### src/rtl/hour_count_cfg.sv
// Hour counter 0..23 with up/down count, range-checked preset and a day-rollover pulse.
// Display is BCD tens/units plus AM/PM, in 12 h or 24 h form chosen at run time.
module hour_count_cfg #(
   parameter int DIG_W  = 8,
   parameter int RST_HR = 0
) (
   input  logic             clk,
   input  logic             rst,
   input  logic             enb,
   input  logic             dn,
   input  logic             mode24,
   input  logic             ld,
   input  logic [4:0]       ld_hr,
   output logic [DIG_W-1:0] h0,
   output logic [DIG_W-1:0] h1,
   output logic             am_pm,
   output logic             roll,
   output logic             ld_err
);

   logic [4:0]       r_hr;
   logic [4:0]       w_hr_n;
   logic             w_roll;
   logic             w_err;
   logic [4:0]       w_mod12;
   logic [4:0]       w_disp;
   logic [1:0]       w_tens;
   logic [4:0]       w_units;
   logic [DIG_W-1:0] w_h1_ext;
   logic [DIG_W-1:0] w_h0_ext;

   // Next-state selection: reset, then load, then count, then hold.
   always_comb begin
      w_hr_n = r_hr;
      w_roll = 1'b0;
      w_err  = 1'b0;
      if (ld) begin
         if (ld_hr <= 5'd23) w_hr_n = ld_hr;
         else                w_err  = 1'b1;
      end else if (enb) begin
         if (dn) begin
            if (r_hr == 5'd0) begin
               w_hr_n = 5'd23;
               w_roll = 1'b1;
            end else begin
               w_hr_n = r_hr - 5'd1;
            end
         end else begin
            if (r_hr >= 5'd23) begin
               w_hr_n = 5'd0;
               w_roll = 1'b1;
            end else begin
               w_hr_n = r_hr + 5'd1;
            end
         end
      end
      if (!rst) begin
         w_hr_n = 5'(RST_HR);
         w_roll = 1'b0;
         w_err  = 1'b0;
      end
   end

   // Display is derived from the next hour so outputs land on the same edge as r_hr.
   always_comb begin
      w_mod12 = (w_hr_n >= 5'd12) ? (w_hr_n - 5'd12) : w_hr_n;
      if (mode24)                w_disp = w_hr_n;
      else if (w_mod12 == 5'd0)  w_disp = 5'd12;
      else                       w_disp = w_mod12;
      if (w_disp >= 5'd20)       w_tens = 2'd2;
      else if (w_disp >= 5'd10)  w_tens = 2'd1;
      else                       w_tens = 2'd0;
      w_units = w_disp - (5'd10 * {3'b000, w_tens});
      w_h1_ext = '0;
      w_h0_ext = '0;
      w_h1_ext[1:0] = w_tens;
      w_h0_ext[3:0] = w_units[3:0];
   end

   always_ff @(posedge clk) begin
      r_hr   <= w_hr_n;
      h1     <= w_h1_ext;
      h0     <= w_h0_ext;
      am_pm  <= (w_hr_n >= 5'd12);
      roll   <= w_roll;
      ld_err <= w_err;
   end

endmodule

### config.mk
export PLATFORM = sky130hd
export DESIGN_NAME = hour_count_cfg
export DESIGN_NICKNAME = d
export VERILOG_FILES = /design/src/rtl/hour_count_cfg.sv
export SDC_FILE = /design/constraint.sdc
export NUM_CORES = 1
export LEC_CHECK = 0
export BUFFER_PORTS_ARGS = -buffer_cell sky130_fd_sc_hd__buf_2
export CAP_MARGIN = 20
export CORE_MARGIN = 5
export CORE_UTILIZATION = 40
export CTS_CLUSTER_DIAMETER = 120
export DETAILED_ROUTE_END_ITERATION = 8
export PLACE_DENSITY = 0.63
export SYNTH_ARGS = -nofsm -noshare
export SYNTH_HDL_FRONTEND = slang
export SYNTH_SLANG_ARGS = --single-unit
### constraint.sdc
create_clock -name clk -period 7.65 [get_ports clk]
set_input_delay 0.765 -clock clk [delete_from_list [all_inputs] [get_ports clk]]
set_output_delay 0.765 -clock clk [all_outputs]
set_load 0.005 [all_outputs]
==> reports/summary.md <==
No sink is reached through more buffers than the 2 on the longest clock path. Setup repair after global routing left no endpoint under its margin. The first global-routing pass estimated 4.50 mm of wire. The floorplan step defined a core boundary enclosing 3000 um^2.

In the final timing run, aggregate negative setup slack is 0 ns. By count the netlist is led by 14 x sky130_fd_sc_hd__dfxtp_1, 12 x sky130_fd_sc_hd__inv_1, 11 x sky130_fd_sc_hd__buf_4, 9 x sky130_fd_sc_hd__nor2_1, 8 x sky130_fd_sc_hd__a21oi_1. The signal on the critical path passes through inv_1 > ha_1 > nand4bb_1 > o21ai_1 > or3b_2 > a2bb2oi_1 > inv_1 > ha_1 > nor2_1 > nor2_1 > o2bb2ai_1 > a311oi_1 > and2_1 > nand3b_1 > o31ai_1 > ha_1 > inv_1 > fa_1 > nand2_1 > a21oi_1 > a311oi_2 > nand4_1. The run finished with clean final reports. The cell with the largest stage delay on the worst path was sky130_fd_sc_hd__a2bb2oi_1. Post-CTS timing repair inserted 0 buffers for setup.

Number of sinks handled by clock tree synthesis: 14. The slew at the pin with the worst max-slew slack was 0.607 ns. Yosys attributes the largest share of cell area to sky130_fd_sc_hd__dfxtp_1 23%, sky130_fd_sc_hd__buf_4 6.7%, sky130_fd_sc_hd__ha_1 4.1%.

The overall die area came out at 4270 um^2. At the worst endpoint, the arrival time is 5.02 ns. Switching portion of total power: 34.9%. The HPWL after detailed placement is 2.11 mm. After detailed routing, the average wire length per cell comes to 14.0 um. The delay of the slowest critical-path stage was 0.51 ns; the number of placement rows was 20.

After layout, the worst path uses 63.6% of the clock period. The logs give 0 for the number of max-slew violations in the final report and 36.2% for the combinational cell fraction of total power. Measured against its own limit, the worst slew margin works out to 59.2%.

Dividing total power by cell area gives a power density of 173 nW/um^2. In this run the worst path has a maximum fanout of 8. The run gives 39.7% as the proportion of power drawn by flip-flops and latches.

The start point of the critical path is r_hr[0]$_DFF_P_. The fraction of layout instances using a drive strength above 1 was 20.5%. For this block, the routed nets add up to 2.72 mm of wire. Internal power comes to 0.149 mW. The routed via count came out at 1087. The area fraction of the dominant cell type after synthesis came out at 22.9%. The nature of the critical path endpoint was a register. The number of distinct standard cells referenced by the synthesized netlist came out at 55. The run gives 1230 um^2 as the area of the mapped netlist. For the worst-skew pair, the clock arrives at the later sink with an insertion delay of 0.28 ns. The number of buffers added by the clock tree synthesis step was 3. The area growth from synthesis to layout is 7.45%. The class of the tightest hold or removal check was reg2reg. In this run, synthesis inferred 0 flip-flops with an integrated enable.

Measured in cells, the most critical reg-to-reg path has a length of 22. Once the clock tree was built, the resizer swapped 0 gates to a different size. The number of instances in the placed design is 190, and the number of synthesized register bits is 14.

STA classifies the critical path startpoint as a register. Global routing finished with a remaining overflow of 0. Die extent in x: 65.4 um. STA puts the critical path data required time at 7.81 ns. The repair_antennas step left the layout with diodes totalling 0. The most used flip-flop cell after synthesis is sky130_fd_sc_hd__dfxtp_1.

The via count of the first global-routing pass is 986, and the number of buffers added on ports is 19. The depth of the worst hold-timing path works out to 2. In this run the critical register-to-register path is launched from r_hr[0]$_DFF_P_. The destination of the worst hold path is roll$_SDFF_PP0_.

The clock network accounts for 24.0% of the total power. After clock tree synthesis, the clock-pin slew on the worst setup and hold paths is 0.09 ns. The start-to-end type of the worst setup path was reg2reg. The analysis attributes to cell leakage a power of 0.579 nW. The final critical-path required period works out to 4.87 ns. Static timing analysis puts the maximum clock frequency at 0.206 GHz. For this run, design rule violations remaining after detail routing come to 0.

The logs give 2.78 ns for the setup slack on the worst flop-to-flop path and 0 for the number of setup violations in the final report. Once the floorplan was initialized, standard cells occupied 40.8% of the core. The finished layout holds 194 standard cells, fillers aside. In the routed layout, each cell is associated on average with a via count of 5.60. The mean area per synthesized cell came out at 8.52 um^2.

The logs give 0.0515 mV for the worst-case vdd ir drop and 0.828 for the weighted congestion reported at the end of routability-driven placement. The largest net degree at the start of global routing was 12; the number of buffers inserted by hold repair at cts was 0. The cell accounting for the most synthesized area was sky130_fd_sc_hd__dfxtp_1. After technology mapping, the gate count stands at 144. After the first detailed-routing iteration, the DRC count stood at 105. The all-layer global routing usage is 13.5%, and the remaining antenna violation count is 0.

TritonCTS built the clock tree. The worst hold path begins at r_hr[4]$_DFF_P_. Number of hold violations in the final report: 0.

The switching power total was 0.0797 mW; the vertical die dimension was 65.4 um. The run gives 0 as the number of synthesis warnings. Most used standard cell by instance count after synthesis: sky130_fd_sc_hd__dfxtp_1.

The endpoint identified for the worst register-to-register timing path is h0[3]$_DFF_P_. Clock skew on the completed layout was measured at 0.00448 ns. The number of antenna violations at the first check in global routing was 0.

Pin placement for this block handled 30 I/O pins. The H-tree depth came out at 1. In the final design database the tool counted 178 nets. Clock root buffer: sky130_fd_sc_hd__clkbuf_4. For this run, asynchronously set or reset flops after synthesis account for 0%. For the number of iterations in the first detailed-routing pass, the log shows 4.

The number of max-capacitance violations reported is 0. The run gives 22.9% as the sequential element share of the synthesized area.
-- area by class of cell --
| class | count | area, um^2 |
|---|---|---|
| sequential | 14 | 280 |
| fill | 299 | 1690 |
| inverter | 13 | 48.8 |
| multi-input combinational | 111 | 816 |
| timing repair buffer | 19 | 95.1 |
| clock buffer | 4 | 36.3 |
| tap | 33 | 41.3 |
-- power groups by stage --
stage | clock (mW) | sequential [mW] | combinational [mW]
after floorplan | 0 | 0.0921 | 0.0642
after global placement | 0 | 0.0922 | 0.0806
after detailed placement | 0 | 0.0925 | 0.0822
after CTS | 0.0573 | 0.0907 | 0.0829
after global routing | 0.0608 | 0.0927 | 0.0939
final | 0.0549 | 0.0907 | 0.0827
-- placed cells by master, fill, tap and decap left out, types with 2 or more instances in the layout --
| cell | instances |
|---|---|
| sky130_fd_sc_hd__nand2_1 | 6 |
| sky130_fd_sc_hd__a31oi_1 | 2 |
| sky130_fd_sc_hd__a21boi_0 | 2 |
| sky130_fd_sc_hd__and3_1 | 2 |
| sky130_fd_sc_hd__xnor2_1 | 2 |
| sky130_fd_sc_hd__and2_1 | 5 |
| sky130_fd_sc_hd__o21ai_0 | 7 |
| sky130_fd_sc_hd__nor2_1 | 9 |
| sky130_fd_sc_hd__a2bb2oi_1 | 2 |
| sky130_fd_sc_hd__ha_1 | 4 |
| sky130_fd_sc_hd__dfxtp_1 | 14 |
| sky130_fd_sc_hd__inv_1 | 12 |
| sky130_fd_sc_hd__a21oi_1 | 8 |
| sky130_fd_sc_hd__conb_1 | 10 |
| sky130_fd_sc_hd__buf_2 | 19 |
| sky130_fd_sc_hd__nor2b_1 | 5 |
| sky130_fd_sc_hd__clkbuf_4 | 3 |
| sky130_fd_sc_hd__a311oi_1 | 2 |
| sky130_fd_sc_hd__o211ai_1 | 3 |
| sky130_fd_sc_hd__nand3b_1 | 3 |
| sky130_fd_sc_hd__o31ai_1 | 4 |
| sky130_fd_sc_hd__mux2i_1 | 2 |
| sky130_fd_sc_hd__nand3_1 | 2 |
| sky130_fd_sc_hd__o2111a_1 | 2 |
-- cell families after synthesis --
kind of cell               Yosys count  synth area share, %
muxes                                2                 1.63
DFF                                 14                 22.9
adders and majority gates            5                 5.71
and+or+nand+nor                     45                 23.2
AOI/OAI and AO/OA                   47                 31.5
buffers and inverters               28                 13.4
xor gates and xnor gates             2                 1.43
other                                1                0.306
-- stage by stage --
stage | instance area (um^2) | hold slack [ns] | worst slack [ns] | util (%) | total power [mW]
after floorplan | 1260 | 0.595 | 3.08 | - | 0.156
after global placement | 1280 | 0.664 | 2.65 | 42.7 | 0.173
after detailed placement | 1280 | 0.664 | 2.54 | 42.7 | 0.175
after CTS | 1320 | 0.682 | 2.80 | 43.9 | 0.231
after global routing | 1320 | 0.708 | 2.29 | 43.9 | 0.247
final | 1320 | 0.681 | 2.78 | 43.9 | 0.228
-- registers in the layout, indices dropped and copies added, names as in the netlist --
signal and cells:
am_pm 1, h0 4, h1 2, ld_err 1
r_hr 5, roll 1
-- metal layers --
layer	wire [um]	up-vias	global-route usage (%)
met5	0	-	0
met2	1340	32	22.4
met1	1220	505	16.9
met3	102	6	2.05
met4	62	0	6.99
li1	-	544	-
-- critical path, delay by kind of cell (launching register included) --
family,cells,cell delay (ns)
compound gates,7,1.72
fa+ha+maj,4,1.20
buf+inv,3,0.28
flops,1,0.38
simple gates,8,1.16
-- how the worst max path moves through the flow --
stage,endpoint,depth (start not counted)
2_1_floorplan,h0[3]$_DFF_P_,22
3_3_place_gp,h0[3]$_DFF_P_,21
5_1_grt,h0[3]$_DFF_P_,22
6_report,h0[3]$_DFF_P_,22
4_1_cts,h0[3]$_DFF_P_,20
3_5_place_dp,h0[3]$_DFF_P_,21
Power figures use the tool's default switching activity.
